File: src/rtl/hb3_array.sv
// Multi-channel H-bridge PWM driver with a shared period counter.
// Direction reversals pass through a forced-off dead time per channel.
module hb3_array #(
    parameter int CHANNELS  = 2,
    parameter int WIDTH     = 8,
    parameter int PRESCALE  = 1,
    parameter int DEAD_TIME = 16
) (
    input  logic                      clk,
    input  logic                      rst,
    input  logic [CHANNELS*WIDTH-1:0] speed,
    input  logic [CHANNELS-1:0]       direction_control,
    output logic [CHANNELS-1:0]       motor_enable,
    output logic [CHANNELS-1:0]       motor_direction,
    output logic [CHANNELS-1:0]       busy,
    output logic                      period_start
);

    localparam int PW = (PRESCALE > 1) ? $clog2(PRESCALE) : 1;
    localparam int DW = (DEAD_TIME > 1) ? $clog2(DEAD_TIME) : 1;
    localparam logic [PW-1:0] PRE_LAST  = PW'(PRESCALE - 1);
    localparam logic [DW-1:0] DEAD_LOAD = DW'(DEAD_TIME - 1);

    typedef enum logic {
        ST_RUN,
        ST_DEAD
    } state_t;

    logic [PW-1:0]    r_pre;
    logic [WIDTH-1:0] r_cnt;
    logic             r_period_start;
    logic             w_tick;
    logic             w_wrap;

    // With PRESCALE=1 the prescaler never leaves 0, so tick stays high.
    assign w_tick = (r_pre == PRE_LAST);
    assign w_wrap = w_tick && (r_cnt == '1);

    assign period_start = r_period_start;

    // Prescaler: counts clk cycles between PWM counter ticks.
    always_ff @(posedge clk or negedge rst) begin
        if (!rst) begin
            r_pre <= '0;
        end else begin
            r_pre <= w_tick ? '0 : r_pre + PW'(1);
        end
    end

    // Shared free-running PWM counter and period boundary pulse.
    always_ff @(posedge clk or negedge rst) begin
        if (!rst) begin
            r_cnt          <= '0;
            r_period_start <= 1'b0;
        end else begin
            if (w_tick) begin
                r_cnt <= r_cnt + WIDTH'(1);
            end
            r_period_start <= w_wrap;
        end
    end

    for (genvar g = 0; g < CHANNELS; g++) begin : g_ch
        logic [WIDTH-1:0] r_shadow;
        state_t           r_state;
        state_t           w_state_nx;
        logic [DW-1:0]    r_dead;
        logic [DW-1:0]    w_dead_nx;
        logic             r_en;
        logic             w_en_nx;
        logic             r_dir;
        logic             w_dir_nx;
        logic             w_raw;

        // Shadow duty only changes at a period boundary.
        always_ff @(posedge clk or negedge rst) begin
            if (!rst) begin
                r_shadow <= '0;
            end else if (w_wrap) begin
                r_shadow <= speed[g*WIDTH +: WIDTH];
            end
        end

        assign w_raw = (r_shadow == '1) || (r_cnt < r_shadow);

        // Next-state: RUN follows PWM, DEAD holds the bridge off.
        always_comb begin
            w_state_nx = r_state;
            w_dead_nx  = r_dead;
            w_en_nx    = 1'b0;
            w_dir_nx   = r_dir;
            unique case (r_state)
                ST_RUN: begin
                    if (direction_control[g] != r_dir) begin
                        w_state_nx = ST_DEAD;
                        w_dead_nx  = DEAD_LOAD;
                    end else begin
                        w_en_nx = w_raw;
                    end
                end
                ST_DEAD: begin
                    if (r_dead == '0) begin
                        w_state_nx = ST_RUN;
                        w_dir_nx   = direction_control[g];
                    end else begin
                        w_dead_nx = r_dead - DW'(1);
                    end
                end
            endcase
        end

        // Channel state and registered bridge outputs.
        always_ff @(posedge clk or negedge rst) begin
            if (!rst) begin
                r_state <= ST_RUN;
                r_dead  <= '0;
                r_en    <= 1'b0;
                r_dir   <= 1'b0;
            end else begin
                r_state <= w_state_nx;
                r_dead  <= w_dead_nx;
                r_en    <= w_en_nx;
                r_dir   <= w_dir_nx;
            end
        end

        assign motor_enable[g]    = r_en;
        assign motor_direction[g] = r_dir;
        assign busy[g]            = (r_state == ST_DEAD);
    end

endmodule

File: config.mk
export PLATFORM = sky130hd
export DESIGN_NAME = hb3_array
export DESIGN_NICKNAME = d
export VERILOG_FILES = /design/src/rtl/hb3_array.sv
export SDC_FILE = /design/constraint.sdc
export NUM_CORES = 1
export LEC_CHECK = 0
export CORE_ASPECT_RATIO = 0.8
export CORE_MARGIN = 2
export CORE_UTILIZATION = 59
export DETAILED_ROUTE_END_ITERATION = 8
export GPL_ROUTABILITY_DRIVEN = 0
export PLACE_DENSITY = 0.92
export SYNTH_ARGS = -nofsm -noshare
export SYNTH_HDL_FRONTEND = slang
export SYNTH_SLANG_ARGS = --single-unit
File: constraint.sdc
create_clock -name clk -period 5.17 [get_ports clk]
set_clock_uncertainty 0.05 [all_clocks]
set_input_delay 1.034 -clock clk [delete_from_list [all_inputs] [get_ports clk]]
set_output_delay 1.034 -clock clk [all_outputs]
set_load 0.05 [all_outputs]
==> run metrics <==
Die ar. just over 0.004 mm^2; asr flop ratio synth 100%; WP buf/inv 1; boundary pin count 27; CTS tree done; Hold-fix buffers, CTS 0; Compound-Gate Fraction of Synth Area 7.28%; grt ovf 0; final WL approximately 3600 um; post-layout total power ~0.88 mW; mux share of post-synthesis cell area a little under an eighth; Antenna Cells 0; most common cell in the netlist dfrtp_1; DP Worst Slack ~2600 ps; Crit path largest cell delay 820 ps; delay-heaviest family, CP buffers and inverters; period utilization between 50% and 60%; WS Path Type reg -> out; Slew Viols, Final 0; synth warn 0; pin count of the biggest net entering global routing 40; vias in the first global route 1,450; initial antenna violation count 0; cell chain of the critical path clkdlybuf4s50_1; Setup crit start g_ch[1].r_state; Final setup viols 0; EDFF count, synth 0; CTS Buf Count 5; Int Power 0.578 mW; Initial DRC Count 57; Cells after Synth approximately 190; Syn Area/Cell about 11 um^2; switching pwr 0.305 mW; crit end category primary output; post-CTS setup buffer count 0; Clock Power Share between 20% and 30%; Max Clk Rate between 300 and 400 MHz; Vias 1,402; worst hold path type reg -> reg; FF-to-FF setup slack approximately 2900 ps; Final HPWL DP ~2700 um; CP max FO 6; die outline width between 70 and 80 um; Area Growth Syn to Fin 14.6%; Post-synth top flop dfrtp_1; layout cell share with drive strength beyond 1 a little over an eighth; syn nets 226; Critical Path RT a little over 4000 ps; setup TNS 0 ps; Cell Rows 19; worst hold path depth 1; clock-pin transition on the worst setup and hold timing paths roughly 70 ps; leakage power ~1.1 nW; Post-synth top cells dfrtp_1, ha_1, inv_1; CORE AREA roughly 0.0034 mm^2; power per cell area 368 mW/mm^2; clk_lat worst skew slightly below 300 ps; # resized after CTS 0; CTS Root Cell clkbuf_8; die height between 50 and 60 um; first-pass GRT wire length ~6600 um; CP Capture Point busy[1]; cell area after synthesis 0.00210 mm^2; Avg WL per Cell 14.4 um; Initial Util 61.2%; # clock sinks 39; max_cap viols 0; vias per cell approximately 5.5; DR DRC count 0; Port Buffers 26; Comb pwr share between 30% and 40%; worst r2r path cells 5; # fillers between 200 and 300; worst flop-to-flop path endpoint g_ch[1].r_shadow[5]; sequential share of power a little under half; Tmin final 2610 ps; Worst EP arrival between 1500 and 2000 ps; Post-Synth Simple-Gate Area 12.8%; worst r2r src r_cnt[1]; Hold Fails Final Rpt 0; sequential element share of the synthesized area 46.6%; RSZ-0062 raised after global routing no; Worst VDD drop a little under 0.2 mV; Clock Path Buffers 2; xor/xnor cell area share of the yosys netlist under 10%; Rel. slew slack a little under two fifths; Switching Share around 34%; GRT Util Overall 21.3%; WP depth 1; Synth cell types 33; biggest area consumer among synthesized cells dfrtp_1; # H-tree levels 2; adder-cell share of the synthesized area a little under an eighth; post-route setup slack about 2600 ps; top cells by area, synth dfrtp_1, ha_1, mux2_4, mux2_2, inv_1; Routed Antenna Nets 0; Synth top area share 46.6%; Worst Max-Slew Pin Slew 943 ps; DRT Pass-1 Iters 4; slowest CP cell clkdlybuf4s50_1; Synth Register Bits 39; # nets final between 200 and 250; outcome finished, final reports clean; crit path launch type flip-flop; largest family of logic cells by synthesized area simple AND/OR/NAND/NOR gates
[layer usage]
layer | share of wire, % | GRT usage (%) | vias to the layer above
li1 | - | - | 685
met1 | 45 | 26.7 | 669
met2 | 49 | 35.0 | 38
met3 | 4.5 | 6.89 | 10
met4 | 1.5 | 8.09 | 0
met5 | 0 | 0 | -
[worst min-delay path by stage]
| stage | start | slack [ps] | to |
|---|---|---|---|
| CTS | g_ch[1].r_shadow[3] | 500 | g_ch[1].r_shadow[3] |
| finish | r_cnt[0] | 490 | r_cnt[0] |
| detailed placement | g_ch[1].r_shadow[3] | 480 | g_ch[1].r_shadow[3] |
| global placement | r_cnt[0] | 460 | r_cnt[0] |
| floorplan | r_cnt[0] | 420 | r_cnt[0] |
| global route | r_cnt[0] | 530 | r_cnt[0] |
[per-stage QoR]
stage                     cell area [um^2]  hold WS (ps)  cells  utilization [%]
after CTS                             2400           499    253             70.1
after global routing                  2400           526    253             70.1
after floorplan                       2100           424    187                -
final                                 2400           491    253             70.1
after global placement                2320           460    245             67.8
after detailed placement              2320           482    245             67.8
[registers in the layout, summed over array words and instances (netlist names)]
signal         cells
g_ch.r_state       2
g_ch.r_dir         2
g_ch.r_en          2
g_ch.r_shadow     16
period_start       1
r_cnt              8
g_ch.r_dead        8
[layout make-up]
type | count | area, um^2 | share of cell area (%)
flip-flops and latches | 39 | 976 | 40.6
multi-input cells | 119 | 965 | 40.2
repair buffers | 26 | 255 | 10.6
clock buffers | 7 | 76.3 | 3.18
inverters | 19 | 71.3 | 2.97
well taps | 42 | 52.6 | 2.19
clock inverters | 1 | 5.00 | 0.208
[cell usage in the layout (no fill, tap or decap), types with 6 or more instances in the layout]
master	netlist	final
a21oi_1	6	6
clkdlybuf4s50_1	0	25
dfrtp_1	39	39
ha_1	19	19
inv_1	19	19
mux2_2	9	9
mux2_4	9	9
nand2_1	8	8
nor2_1	9	9
o21ai_0	10	10
xnor2_1	6	6
[power groups by stage]
| stage | Sequential, mW | Clock (mW) | Combinational, mW |
|---|---|---|---|
| 2_1_floorplan | 0.395 | 0 | 0.231 |
| 3_3_place_gp | 0.405 | 0 | 0.277 |
| 3_5_place_dp | 0.409 | 0 | 0.288 |
| 4_1_cts | 0.402 | 0.204 | 0.289 |
| 5_1_grt | 0.410 | 0.216 | 0.323 |
| 6_report | 0.403 | 0.196 | 0.284 |
[kinds of logic (layout without fill, tap and decap cells)]
group                    Yosys count  after routing
adder cells (fa/ha/maj)           19             19
buffers and inverters             29             53
multiplexers                      18             18
AND/OR/NAND/NOR                   49             49
XOR/XNOR                           8              8
flip-flops                        39             39
AO/OA/AOI/OAI                     25             25
Power figures use the tool's default switching activity.
